## config.mk

```make
export PLATFORM = sky130hd
export DESIGN_NAME = selection_credit_flat
export DESIGN_NICKNAME = d
export VERILOG_FILES = /design/src/rtl/selection_credit_if.sv /design/src/rtl/selection_credit.sv /design/src/flat_wrapper.sv
export SDC_FILE = /design/constraint.sdc
export NUM_CORES = 1
export LEC_CHECK = 0
export CORE_MARGIN = 2
export CORE_UTILIZATION = 52
export CTS_CLUSTER_DIAMETER = 50
export DETAILED_ROUTE_END_ITERATION = 8
export PLACE_DENSITY = 0.72
export SLEW_MARGIN = 20
export SYNTH_ARGS = -nofsm -noshare
export SYNTH_HDL_FRONTEND = slang
export SYNTH_SLANG_ARGS = --single-unit
```

## constraint.sdc

```tcl
create_clock -name clk -period 4.4 [get_ports clk]
set_input_delay 0.66 -clock clk [delete_from_list [all_inputs] [get_ports clk]]
set_output_delay 0.66 -clock clk [all_outputs]
set_load 0.01 [all_outputs]
```

## src/rtl/selection_credit_if.sv

```systemverilog
// Handshake bundle between routing/switch-allocator (master) and the per-input
// selection stage (slave).
interface selection_credit_if #(
    parameter int N        = 5,
    parameter int M        = 3,
    parameter int CREDIT_W = 3
);
    logic [0:N-1]             i_select_neighbor;
    logic [0:N-1][0:M-1][1:0] i_avail_directions;
    logic [0:3][CREDIT_W-1:0] i_credit;
    logic [0:N-1]             i_grant;
    logic [0:N-1][0:N-1]      o_output_req;
    logic [0:N-1]             o_busy;
    logic [0:N-1]             o_error;

    modport master (
        output i_select_neighbor,
        output i_avail_directions,
        output i_credit,
        output i_grant,
        input  o_output_req,
        input  o_busy,
        input  o_error
    );

    modport slave (
        input  i_select_neighbor,
        input  i_avail_directions,
        input  i_credit,
        input  i_grant,
        output o_output_req,
        output o_busy,
        output o_error
    );
endinterface

```

## src/rtl/selection_credit.sv

```systemverilog
// Per-input output-direction selection: picks among routing candidates by
// downstream credit, holds a one-hot port request until granted, re-picks when stalled.
module selection_credit #(
    parameter int N          = 5,
    parameter int M          = 3,
    parameter int CREDIT_W   = 3,
    parameter int WAIT_LIMIT = 8
) (
    input  logic               clk,
    input  logic               reset_n,
    selection_credit_if.slave  bus
);
    typedef enum logic {
        ST_IDLE = 1'b0,
        ST_REQ  = 1'b1
    } state_t;

    localparam logic [7:0] WC_LAST = 8'(WAIT_LIMIT - 1);

    state_t              state_r [N];
    state_t              state_s [N];
    logic [1:0]          cand0_r [N];
    logic [1:0]          cand0_s [N];
    logic [1:0]          cand1_r [N];
    logic [1:0]          cand1_s [N];
    logic [1:0]          cnt_r   [N];
    logic [1:0]          cnt_s   [N];
    logic                rr_r    [N];
    logic                rr_s    [N];
    logic [7:0]          wc_r    [N];
    logic [7:0]          wc_s    [N];
    logic [0:N-1][0:N-1] req_r;
    logic [0:N-1][0:N-1] req_s;
    logic [0:N-1]        busy_r;
    logic [0:N-1]        busy_s;
    logic [0:N-1]        err_r;
    logic [0:N-1]        err_s;

    // Result {tie, direction}: larger credit wins, a tie falls back to the rr pointer.
    function automatic logic [2:0] pick_dir(input logic [1:0]          c0,
                                            input logic [1:0]          c1,
                                            input logic [CREDIT_W-1:0] cr0,
                                            input logic [CREDIT_W-1:0] cr1,
                                            input logic                rr);
        logic [2:0] res;
        if (cr0 > cr1) begin
            res = {1'b0, c0};
        end else if (cr1 > cr0) begin
            res = {1'b0, c1};
        end else if (rr == 1'b0) begin
            res = {1'b1, c0};
        end else begin
            res = {1'b1, c1};
        end
        return res;
    endfunction

    // Direction code d requests port d+1; the local port is never requested.
    function automatic logic [0:N-1] port_onehot(input logic [1:0] dir);
        logic [0:N-1] v;
        v = '0;
        case (dir)
            2'd0:    v[1] = 1'b1;
            2'd1:    v[2] = 1'b1;
            2'd2:    v[3] = 1'b1;
            2'd3:    v[4] = 1'b1;
            default: v = '0;
        endcase
        return v;
    endfunction

    function automatic logic [1:0] clamp_cnt(input logic [1:0] raw);
        logic [1:0] c;
        if (raw > 2'd2) begin
            c = 2'd2;
        end else begin
            c = raw;
        end
        return c;
    endfunction

    // Next-state and output decode for every input FSM.
    always_comb begin
        logic [2:0] pick_v;
        logic [1:0] cnt_v;
        logic [1:0] a0_v;
        logic [1:0] a1_v;
        pick_v = 3'b000;
        cnt_v  = 2'b00;
        a0_v   = 2'b00;
        a1_v   = 2'b00;
        for (int i = 0; i < N; i++) begin
            state_s[i] = state_r[i];
            cand0_s[i] = cand0_r[i];
            cand1_s[i] = cand1_r[i];
            cnt_s[i]   = cnt_r[i];
            rr_s[i]    = rr_r[i];
            wc_s[i]    = wc_r[i];
            req_s[i]   = req_r[i];
            busy_s[i]  = busy_r[i];
            err_s[i]   = 1'b0;
            pick_v     = 3'b000;
            a0_v       = bus.i_avail_directions[i][0];
            a1_v       = bus.i_avail_directions[i][1];
            cnt_v      = clamp_cnt(bus.i_avail_directions[i][M-1]);
            case (state_r[i])
                ST_IDLE: begin
                    if (bus.i_select_neighbor[i]) begin
                        cand0_s[i] = a0_v;
                        cand1_s[i] = a1_v;
                        cnt_s[i]   = cnt_v;
                        if (cnt_v == 2'd0) begin
                            err_s[i] = 1'b1;
                        end else if (cnt_v == 2'd1) begin
                            state_s[i] = ST_REQ;
                            req_s[i]   = port_onehot(a0_v);
                            busy_s[i]  = 1'b1;
                            wc_s[i]    = 8'd0;
                        end else begin
                            pick_v     = pick_dir(a0_v, a1_v, bus.i_credit[a0_v],
                                                  bus.i_credit[a1_v], rr_r[i]);
                            rr_s[i]    = rr_r[i] ^ pick_v[2];
                            state_s[i] = ST_REQ;
                            req_s[i]   = port_onehot(pick_v[1:0]);
                            busy_s[i]  = 1'b1;
                            wc_s[i]    = 8'd0;
                        end
                    end else begin
                        state_s[i] = ST_IDLE;
                    end
                end
                ST_REQ: begin
                    // A grant always beats a pending re-selection.
                    if (bus.i_grant[i]) begin
                        state_s[i] = ST_IDLE;
                        req_s[i]   = '0;
                        busy_s[i]  = 1'b0;
                        wc_s[i]    = 8'd0;
                    end else if (wc_r[i] == WC_LAST) begin
                        if (cnt_r[i] == 2'd2) begin
                            pick_v   = pick_dir(cand0_r[i], cand1_r[i],
                                                bus.i_credit[cand0_r[i]],
                                                bus.i_credit[cand1_r[i]], rr_r[i]);
                            rr_s[i]  = rr_r[i] ^ pick_v[2];
                            req_s[i] = port_onehot(pick_v[1:0]);
                            wc_s[i]  = 8'd0;
                        end else begin
                            wc_s[i] = wc_r[i];
                        end
                    end else begin
                        wc_s[i] = wc_r[i] + 8'd1;
                    end
                end
                default: begin
                    state_s[i] = ST_IDLE;
                    req_s[i]   = '0;
                    busy_s[i]  = 1'b0;
                    wc_s[i]    = 8'd0;
                end
            endcase
        end
    end

    // State and registered outputs; reset drops any request without a clock.
    always_ff @(posedge clk or negedge reset_n) begin
        if (!reset_n) begin
            for (int i = 0; i < N; i++) begin
                state_r[i] <= ST_IDLE;
                cand0_r[i] <= 2'd0;
                cand1_r[i] <= 2'd0;
                cnt_r[i]   <= 2'd0;
                rr_r[i]    <= 1'b0;
                wc_r[i]    <= 8'd0;
            end
            req_r  <= '0;
            busy_r <= '0;
            err_r  <= '0;
        end else begin
            for (int i = 0; i < N; i++) begin
                state_r[i] <= state_s[i];
                cand0_r[i] <= cand0_s[i];
                cand1_r[i] <= cand1_s[i];
                cnt_r[i]   <= cnt_s[i];
                rr_r[i]    <= rr_s[i];
                wc_r[i]    <= wc_s[i];
            end
            req_r  <= req_s;
            busy_r <= busy_s;
            err_r  <= err_s;
        end
    end

    assign bus.o_output_req = req_r;
    assign bus.o_busy       = busy_r;
    assign bus.o_error      = err_r;

    selection_credit_chk #(.N(N)) u_chk (
        .clk     (clk),
        .reset_n (reset_n),
        .req     (req_r),
        .busy    (busy_r)
    );
endmodule

// Structural invariants of the request outputs.
module selection_credit_chk #(
    parameter int N = 5
) (
    input logic                clk,
    input logic                reset_n,
    input logic [0:N-1][0:N-1] req,
    input logic [0:N-1]        busy
);
    for (genvar g = 0; g < N; g++) begin : g_chk
        a_onehot: assert property (@(posedge clk) disable iff (!reset_n)
            $onehot0(req[g]) && (req[g][0] == 1'b0));
        a_busy: assert property (@(posedge clk) disable iff (!reset_n)
            busy[g] == (req[g] != '0));
    end
endmodule

```

## src/flat_wrapper.sv

```systemverilog
// flat-port wrapper written by rule: the top's interface ports become plain ports
module selection_credit_flat 
#(
    parameter int N          = 5,
    parameter int M          = 3,
    parameter int CREDIT_W   = 3,
    parameter int WAIT_LIMIT = 8
)
  (clk, reset_n, bus_i_select_neighbor, bus_i_avail_directions, bus_i_credit, bus_i_grant, bus_o_output_req, bus_o_busy, bus_o_error);
  selection_credit_if #(.N(N), .M(M), .CREDIT_W(CREDIT_W)) bus_i ();
  input  logic clk;
  input  logic reset_n;
  input wire logic [$bits(bus_i.i_select_neighbor)-1:0] bus_i_select_neighbor;
  input wire logic [$bits(bus_i.i_avail_directions)-1:0] bus_i_avail_directions;
  input wire logic [$bits(bus_i.i_credit)-1:0] bus_i_credit;
  input wire logic [$bits(bus_i.i_grant)-1:0] bus_i_grant;
  output wire logic [$bits(bus_i.o_output_req)-1:0] bus_o_output_req;
  output wire logic [$bits(bus_i.o_busy)-1:0] bus_o_busy;
  output wire logic [$bits(bus_i.o_error)-1:0] bus_o_error;
  assign bus_i.i_select_neighbor = bus_i_select_neighbor;
  assign bus_i.i_avail_directions = bus_i_avail_directions;
  assign bus_i.i_credit = bus_i_credit;
  assign bus_i.i_grant = bus_i_grant;
  assign bus_o_output_req = bus_i.o_output_req;
  assign bus_o_busy = bus_i.o_busy;
  assign bus_o_error = bus_i.o_error;
  selection_credit #(.N(N), .M(M), .CREDIT_W(CREDIT_W), .WAIT_LIMIT(WAIT_LIMIT)) u_core (.clk(clk), .reset_n(reset_n), .bus(bus_i));
endmodule
```

## Yosys cells after proc, flatten, opt, wreduce, memory -nomap -nowiden

Cells that the tools add are included.

- Register bits after elaboration: 115
- Output and inout port bits: 35
- Input port bits: 54
- Word-level logic and storage cells: 631

- Equality and inequality tests: 110
- Muxes and demuxes: 350
- Reductions and logical operators: 45
- Magnitude comparators: 45
- $add $sub $neg: 5
- Bitwise operators: 35

Operator list:

| cell | count |
|---|---|
| 3-bit 2-to-1 mux | 100 |
| 8-bit 2-to-1 mux | 25 |
| 1-bit 2-to-1 mux | 135 |
| 5-bit 2-to-1 mux | 25 |
| 3-bit binary-select mux with 2-bit select | 20 |
| 8-bit case mux with 2 select lines | 5 |
| 2-bit == test (second input constant) | 35 |
| 2-bit inequality test (second input constant) | 35 |
| 3-bit greater-or-equal comparator (second input constant) | 20 |
| 3-bit greater-than comparator | 20 |
| 2-bit NOT with 3-bit output | 20 |
| 5-bit case mux with 2 select lines | 5 |
| 8-bit by 1-bit adder with 8-bit output (second input constant) | 5 |
| 2-bit by 1-bit == test with 1-bit output (second input constant) | 20 |
| 8-bit by 3-bit == test with 1-bit output (second input constant) | 5 |
| 2-bit logical NOT | 20 |
| 2-bit 2-to-1 mux | 15 |
| 3-bit inequality test (second input constant) | 10 |
| 1-bit case mux with 2 select lines | 15 |
| 3-bit AND reduction | 10 |
| 6-bit AND reduction | 5 |
| 4-bit 2-to-1 mux | 5 |
| 4-bit inequality test (second input constant) | 5 |
| 4-bit AND reduction | 5 |
| other kinds (4) | 25 |

## Depth between registers and ports, before layout

Gate-level depths: netlist (run 1).

- Depth in word-level cells: 17
- Depth in mapped cells: 10
- Gate-level depth less buffers: 8

## Worst setup path after synthesis (run 1)

Ideal clock, no wire load.

- Path type: input -> register
- Start point: in bus_i_avail_directions[4]
- End point: reg u_core.req_r (netlist bit u_core.bus.o_output_req[3])
- Data arrival time: 2.943 ns
- Slack: 1.369 ns
- Required time: 4.312 ns
- Cell stages on the path: 8
- Setup time: 0.088 ns
- Path through: clkbuf_1 mux4_2 ha_1 nand2_1 o21a_1 or4_1 a31o_2 a41oi_1

- Cells in the longest elaborated chain, start to end: 17

Ends and longest elaborated chain:

| item | RTL line | source |
|---|---|---|
| start, declared | flat_wrapper.sv:14 | `input wire logic [$bits(bus_i.i_avail_directions)-1:0] bus_i_avail_directions;` |
| 2-bit NOT with 3-bit output (not written as such) | selection_credit.sv:120 | `pick_v = pick_dir(a0_v, a1_v, bus.i_credit[a0_v],` |
| 3-bit binary-select mux with 2-bit select | selection_credit.sv:120 |  |
| 3-bit 2-to-1 mux (not written as such) (2 in series) | selection_credit.sv:120 |  |
| 3-bit greater-than comparator | selection_credit.sv:48 | `end else if (cr1 > cr0) begin` |
| 3-bit 2-to-1 mux | selection_credit.sv:48 |  |
| 3-bit 2-to-1 mux | selection_credit.sv:46 | `if (cr0 > cr1) begin` |
| 3-bit 2-to-1 mux | selection_credit.sv:114 | `end else if (cnt_v == 2'd1) begin` |
| 3-bit 2-to-1 mux | selection_credit.sv:112 | `if (cnt_v == 2'd0) begin` |
| 3-bit 2-to-1 mux | selection_credit.sv:108 | `if (bus.i_select_neighbor[i]) begin` |
| 3-bit 2-to-1 mux | selection_credit.sv:106 | `case (state_r[i])` |
| 2-bit logical NOT | selection_credit.sv:62 | `case (dir)` |
| 1-bit 2-to-1 mux | selection_credit.sv:62 |  |
| 4-bit 2-to-1 mux * | selection_credit.sv:114 |  |
| 5-bit 2-to-1 mux * | selection_credit.sv:112 |  |
| 5-bit 2-to-1 mux * | selection_credit.sv:108 |  |
| 5-bit case mux with 2 select lines * | selection_credit.sv:106 |  |
| end signal, assigned | selection_credit.sv:187 | `req_r <= req_s;` |
| end, declared | selection_credit.sv:32 | `logic [0:N-1][0:N-1] req_r;` |

Every way passes the cells marked *; elsewhere a longest branch is shown, timed or not. The select of a mux whose other input is x is not followed.
A chain may end at the register's enable or synchronous reset.

## Worst setup path after layout (run 1)

- Start point: in bus_i_credit[11]
- End point: reg u_core.req_r (netlist bit u_core.bus.o_output_req[22])

- Cells in the longest elaborated chain, start to end: 16

Ends and longest elaborated chain:

| item | RTL line | source |
|---|---|---|
| start, declared | flat_wrapper.sv:15 | `input wire logic [$bits(bus_i.i_credit)-1:0] bus_i_credit;` |
| 3-bit binary-select mux with 2-bit select (on tied branches) | -- |  |
| 3-bit 2-to-1 mux (on tied branches) (2 in series) | -- |  |
| 3-bit greater-than comparator | selection_credit.sv:48 |  |
| 3-bit 2-to-1 mux | selection_credit.sv:48 |  |
| 3-bit 2-to-1 mux | selection_credit.sv:46 |  |
| 3-bit 2-to-1 mux (on tied branches) | selection_credit.sv:140, selection_credit.sv:114 |  |
| 3-bit 2-to-1 mux (on tied branches) | selection_credit.sv:139, selection_credit.sv:112 |  |
| 3-bit 2-to-1 mux (on tied branches) | selection_credit.sv:134, selection_credit.sv:108 |  |
| 3-bit 2-to-1 mux | selection_credit.sv:106 |  |
| 2-bit by 1-bit == test with 1-bit output | selection_credit.sv:62 |  |
| 1-bit 2-to-1 mux | selection_credit.sv:62 |  |
| 5-bit 2-to-1 mux or 4-bit 2-to-1 mux (tied branches) | selection_credit.sv:140, selection_credit.sv:114 |  |
| 5-bit 2-to-1 mux (on tied branches) | selection_credit.sv:139, selection_credit.sv:112 |  |
| 5-bit 2-to-1 mux (on tied branches) | selection_credit.sv:134, selection_credit.sv:108 |  |
| 5-bit case mux with 2 select lines * | selection_credit.sv:106 |  |

Marks and branches as above.

==> results of run 1 <==
## layer usage
metal / track usage (%) / wire length [um]
met5: 0 / 0
met4: 7.126 / 291
met3: 3.037 / 994
met2: 36.95 / 9208
met1: 33.13 / 9156
## Yosys cell counts, types with 15 or more instances
master | count | area share, %
mux2_2 | 27 | 3.6
nor2b_1 | 15 | 1.1
nand2_1 | 70 | 3.1
a21oi_1 | 25 | 1.5
mux4_2 | 60 | 16
dfrtp_1 | 110 | 32
clkbuf_1 | 71 | 3.1
nand3b_1 | 16 | 1.4
inv_1 | 46 | 2.0
ha_1 | 35 | 5.1
nor2_1 | 62 | 2.7
and3_1 | 21 | 1.5
o21ai_0 | 77 | 4.5
nor3_1 | 23 | 1.4
nand3_1 | 33 | 1.9
## through the flow
stage                     utilization, %  power, mW  instances  hold WS, ns  instance area [um2]
after floorplan                        -      2.342        891       0.3644                 8532
after global placement             58.40      2.747       1112       0.4536                 9310
after detailed placement           58.40      2.777       1112       0.4562                 9310
after CTS                          60.27      3.632       1128       0.4548                 9609
after global routing               60.27      3.851       1128       0.4926                 9609
final                              60.27      3.608       1128       0.4139                 9609
## path summary, 6_finish.rpt
check                                  start                     endpoint  depth (start not counted)
setup / recovery            bus_i_credit[11]  u_core.bus.o_output_req[22]                          7
hold / removal                       reset_n               u_core.wc_r[3]                          1
setup reg to reg           u_core.cand0_r[8]  u_core.bus.o_output_req[22]                          6
hold reg to reg              u_core.cnt_r[5]              u_core.cnt_r[5]                          2
max in group asynchronous            reset_n              u_core.wc_r[28]                          2
min in group clk             u_core.cnt_r[5]              u_core.cnt_r[5]                          2
## sequential cells by signal (all words and copies together), names as in the netlist
register / flops
u_core.bus.o_busy: 5
u_core.cand1_r: 10
u_core.rr_r: 5
u_core.bus.o_output_req: 20
u_core.wc_r: 40
u_core.state_r: 5
u_core.cnt_r: 10
u_core.bus.o_error: 5
u_core.cand0_r: 10
## worst reg2reg max path, cell delays in order (launching register included)
cell     delay (ns)
dfrtp_1        0.53
mux4_2         0.55
ha_1           0.34
a21oi_1        0.22
a22oi_1        0.23
or4b_2         0.69
a41oi_1        0.23
## cell families (layout without fill, tap and decap cells)
group | count (synthesis) | count (layout)
and+or+nand+nor | 314 | 314
AOI/OAI and AO/OA | 192 | 192
buffers and inverters | 127 | 148
DFF | 110 | 110
muxes | 90 | 90
adders and majority gates | 35 | 35
xor gates and xnor gates | 18 | 18
other | 1 | 5
## power breakdown
group	internal, mW	switching [mW]	total (mW)
registers	1.19	0.219	1.41
clock network	0.458	0.385	0.843
logic	0.695	0.662	1.36
## layout make-up
type,count,area share (%)
well taps,216,2.812
repair buffers,86,8.854
clock buffers,11,2.526
inverters,46,1.797
clock inverters,5,0.5859
flip-flops and latches,110,28.65
multi-input cells,654,54.78
==> summary.txt, run 1 <==
CTS
  – Clock root cell: clkbuf_16
  – # resized after CTS: 0
  – Post-CTS setup buffers: 0
  – Total CTS buffers: 9
  – CTS Buffer Depth: 2
  – H-tree levels: 3
  – Clock-pin slew on the worst setup and hold paths: 0.07 ns
  – CTS tree: built
  – Clk sinks: 110
  – Later-pin clock latency in the skew report: around 0.36 ns
  – Hold_buf cts: 0

STA
  – Final WS setup: around 0.95 ns
  – Hold Vio Cnt, Final: 0
  – Final setup fails: 0
  – Worst Clk Skew: between 0.01 and 0.015 ns
  – Fin crit period: ~3.5 ns
  – Worst slew pin tran: about 0.89 ns
  – Final Cycle Share: roughly four fifths
  – TNS Setup: 0 ns
  – Worst slew margin: 40.86%
  – FMAX: 289.5 MHz
  – Fin. max-slew vios: 0
  – RSZ-0062 raised after global routing: false

Drt
  – First-pass iteration count of the detailed router: 5
  – Vias: around 7000
  – WL final: between 15000 and 20000 um
  – Drt initial violations: 500
  – DRC: 0
  – Vias/cell: 6.205
  – DR WL/cell: around 17 um
  – Antenna-violating nets left: 0

Global route
  – Overflow after GRT: 0
  – Initial antenna violation count: 0
  – Vias in the first global route: about 6700
  – First-pass GRT wire length: 33530 um
  – GRT Util Overall: 23.17%
  – Largest net degree at the start of global routing: 67

Synth
  – Register area share after synthesis: about a third
  – Largest family of logic cells by synthesized area: simple AND/OR/NAND/NOR gates
  – Multiplexer share of the synthesized area: 19.79%
  – Synth Warn #: 0
  – Netlist Area Pre-Place: around 0.0085 mm2
  – Synth Instances: about 890
  – Synth Area in Simple Gates: approximately a fifth
  – Synthesized flop and latch total: 110
  – Xor-xnor portion of the synthesized cell area: around 1.9%
  – Synth Flop Type: dfrtp_1
  – Post-synth ARST share: 100.0%
  – Post-synth EDFFs: 0
  – Post-synthesis compound-gate area fraction: approximately 15%
  – Synth cell types: 67
  – Synth Area in Adders: just over 5%
  – Syn Area/Cell: roughly 9.6 um2

Final layout
  – Layout area overhead: 12.83%
  – Commonest non-fill, non-tap cell in the layout: dfrtp_1
  – N_diodes: 0
  – Layout fillers: between 1000 and 1500
  – Multi-input gate area in the final layout: ~0.0053 mm2
  – Share of cells above drive strength 1: a little over an eighth
  – Most frequent cells in the layout: dfrtp_1 (110), clkdlybuf4s50_1 (82), o21ai_0 (77)
  – Register area: between 0.002 and 0.003 mm2
  – Final #Nets: between 900 and 1000

Floorplan
  – # IOs: 89
  – Cell Rows: 46
  – DIE HEIGHT: between 100 and 150 um
  – Core footprint: ~0.016 mm2
  – Die width: ~130 um
  – Initial core utilization: around 53%
  – Die ar.: between 0.015 and 0.02 mm2

Pwr
  – VDD IR max: 0.0002190 V
  – P_leak: a little under 4 nW
  – Pwr per Cell Area: between 300 and 400 mW/mm2

Critical path
  – Crit path cell chain: clkdlybuf4s50_1 -> mux4_2 -> ha_1 -> a21oi_1 -> a22oi_1 -> or4b_2 -> a41oi_1
  – Buf/Inv on CP: 1
  – Crit path max-delay cell type: clkdlybuf4s50_1
  – Worst setup SP type: input pin
  – Slowest stage delay, CP: between 0.7 and 0.8 ns
  – Crit end category: register
  – Reg-to-reg setup timing slack: about 1.5 ns
  – CP Max Fanout: 20
  – Critical Path AT: 3.73 ns
  – Crit path kind: input pin to register
  – Largest delay share family, worst path: buffers and inverters
  – WP data required: 4.67 ns

Placement
  – IO Port Bufs: 83
  – GPL Wtd Cong: 0.8358
  – Dpl ws: around 0.64 ns
  – Detailed placement HPWL: around 14000 um

Job
  – Max cap viols: 0

Outcome
  – Status: finished, final reports clean

Worst hold path
  – Type of the most critical hold path: input pin to asynchronous set/reset pin
Note: power is estimated with default switching activity, not from simulation.
==> run 2, diff against run 1 <==
- clock period: 4.4 -> 3.57 ns (I/O delays scaled with it)
==> run 2 against run 1 <==
Effect of this change:
- critical endpoint is now u_core.bus.o_output_req[2]
- highest routed layer unchanged
- sequential power is 24% higher
- clock power is 13% higher
- critical path depth is 2 higher
==> summary.txt, run 2 (synthesis results as in run 1) <==
Critical path
  – Crit end category: register
  – CP Max Fanout: 8
  – Slowest stage delay, CP: 0.68 ns
  – Critical Path AT: around 3.3 ns
  – Crit path max-delay cell type: clkdlybuf4s50_1
  – WP data required: 3.77 ns
  – Worst setup SP type: input pin
  – Worst Setup SP: bus_i_avail_directions[2]
  – Crit path kind: input pin to register
  – Crit path cell chain: clkdlybuf4s50_1 -> mux4_2 -> inv_1 -> ha_1 -> a21oi_1 -> o21a_1 -> mux2_2 -> o21ai_0 -> a41oi_1
  – RR Startpoint: u_core.cand0_r[0]

Drt
  – Top Layer Used: met4
  – DR WL/cell: 17.33 um
  – WL met2: roughly 9500 um
  – Drt initial violations: approximately 480
  – Antenna-violating nets left: 0
  – DR WL met3: between 1000 and 1500 um
  – Vias: just over 7000
  – First-pass iteration count of the detailed router: 5
  – WL final: 20000 um
  – Metal1 wirelength: around 9200 um
  – DRC: 0
  – Vias/cell: around 6.2

Floorplan
  – Die width: 132.0 um
  – Cell Rows: 46
  – Initial core utilization: between 50% and 60%
  – Core footprint: ~0.016 mm2
  – # IOs: 89
  – DIE HEIGHT: around 130 um
  – Die ar.: 0.01742 mm2

Global route
  – GRT Util Overall: a little under a quarter
  – Initial antenna violation count: 0
  – Largest net degree at the start of global routing: 63
  – Overflow after GRT: 0
  – First-pass GRT wire length: around 34000 um
  – Vias in the first global route: between 6000 and 7000

CTS
  – CTS tree: built
  – Later-pin clock latency in the skew report: between 0.3 and 0.4 ns
  – Total CTS buffers: 9
  – Clock-pin slew on the worst setup and hold paths: about 0.070 ns
  – Clk sinks: 110
  – # resized after CTS: 0
  – Post-CTS setup buffers: 0
  – H-tree levels: 3
  – Clock root cell: clkbuf_16
  – CTS Buffer Depth: 2
  – Hold_buf cts: 0

Outcome
  – Status: finished, final reports clean

Final layout
  – N_diodes: 0
  – Layout fillers: about 1400
  – Register name with the most flops: u_core.wc_r
  – Final #Nets: roughly 1000
  – Share of cells above drive strength 1: around 16%
  – Design area: 0.009793 mm2
  – Most frequent cells in the layout: dfrtp_1 (110), clkdlybuf4s50_1 (82), o21ai_0 (77)
  – Final core occ: between 60% and 70%
  – Commonest non-fill, non-tap cell in the layout: dfrtp_1
  – Largest register FFs: 40
  – Layout area overhead: 14.98%

Pwr
  – VDD IR max: between 0.0002 and 0.0003 V
  – Pwr per Cell Area: 455.1 mW/mm2
  – P_leak: 4.054 nW

STA
  – Worst Clk Skew: between 0.008 and 0.009 ns
  – Fin crit period: between 3 and 4 ns
  – Final Cycle Share: 85.45%
  – Worst slew pin tran: just over 0.8 ns
  – Hold Vio Cnt, Final: 0
  – TNS Setup: 0 ns
  – RSZ-0062 raised after global routing: false
  – Fin. max-slew vios: 0
  – Fin Hold WS: roughly 0.24 ns
  – FMAX: between 300 and 400 MHz
  – Worst slew margin: 45.27%
  – Final setup fails: 0

Worst hold path
  – Type of the most critical hold path: input pin to asynchronous set/reset pin

Job
  – Max cap viols: 0

Placement
  – GPL Wtd Cong: 0.8604
  – IO Port Bufs: slightly above 80
  – Detailed placement HPWL: between 10000 and 15000 um
  – Dpl cell area: between 0.009 and 0.01 mm2
[run 2: per-stage QoR]
stage,total power [mW],setup slack (ns),instances
after floorplan,2.887,0.6631,891
after global placement,3.474,0.2104,1139
after detailed placement,3.517,0.1462,1139
after CTS,4.488,0.5294,1154
after global routing,4.767,0.3340,1154
final,4.456,0.5195,1154
[run 2: critical path, delay by kind of cell]
| family | cells | cell delay (ns) |
|---|---|---|
| mux | 2 | 0.91 |
| fa+ha+maj | 1 | 0.27 |
| buf+inv | 2 | 0.75 |
| compound gates | 4 | 0.79 |
[run 2: where the power goes]
group	switching, mW	leakage (nW)	internal, mW	total, mW
sequential	0.282	1.40	1.47	1.75
combinational	0.832	2.52	0.926	1.76
clock	0.460	0.129	0.490	0.950
total	1.57	4.05	2.88	4.46
[run 2: layer usage]
| layer | GRT usage [%] | vias to the layer above |
|---|---|---|
| li1 | - | 3395 |
| met1 | 33.66 | 3501 |
| met2 | 37.88 | 220 |
| met3 | 4.498 | 15 |
| met4 | 4.650 | 0 |
| met5 | 0 | - |
[run 2: final timing paths]
kind / to / slack [ns] / cells after the start
worst min register to register: u_core.cnt_r[5] / 0.47 / 2
worst min-delay path: u_core.wc_r[4] / 0.24 / 1
worst max-delay path: u_core.bus.o_output_req[2] / 0.52 / 9
worst max register to register: u_core.bus.o_output_req[2] / 0.82 / 6
min in group clk: u_core.cnt_r[5] / 0.47 / 2
max in group asynchronous: u_core.wc_r[30] / 2.58 / 2
[run 2: final cells by class]
cell class	instances	area, um2	share of cell area (%)
sequential	110	2753	28.11
clock buffer	12	246.5	2.517
clock inverter	3	21.27	0.2172
inverter	46	172.7	1.763
tap	216	270.3	2.760
multi-input combinational	654	5264	53.75
timing repair buffer	113	1066	10.89
==> run 3, diff against run 2 <==
- CTS_CLUSTER_SIZE: unset -> 40
==> results of run 3 <==
The final DEF is identical to that of run 2; final timing and power are the same.
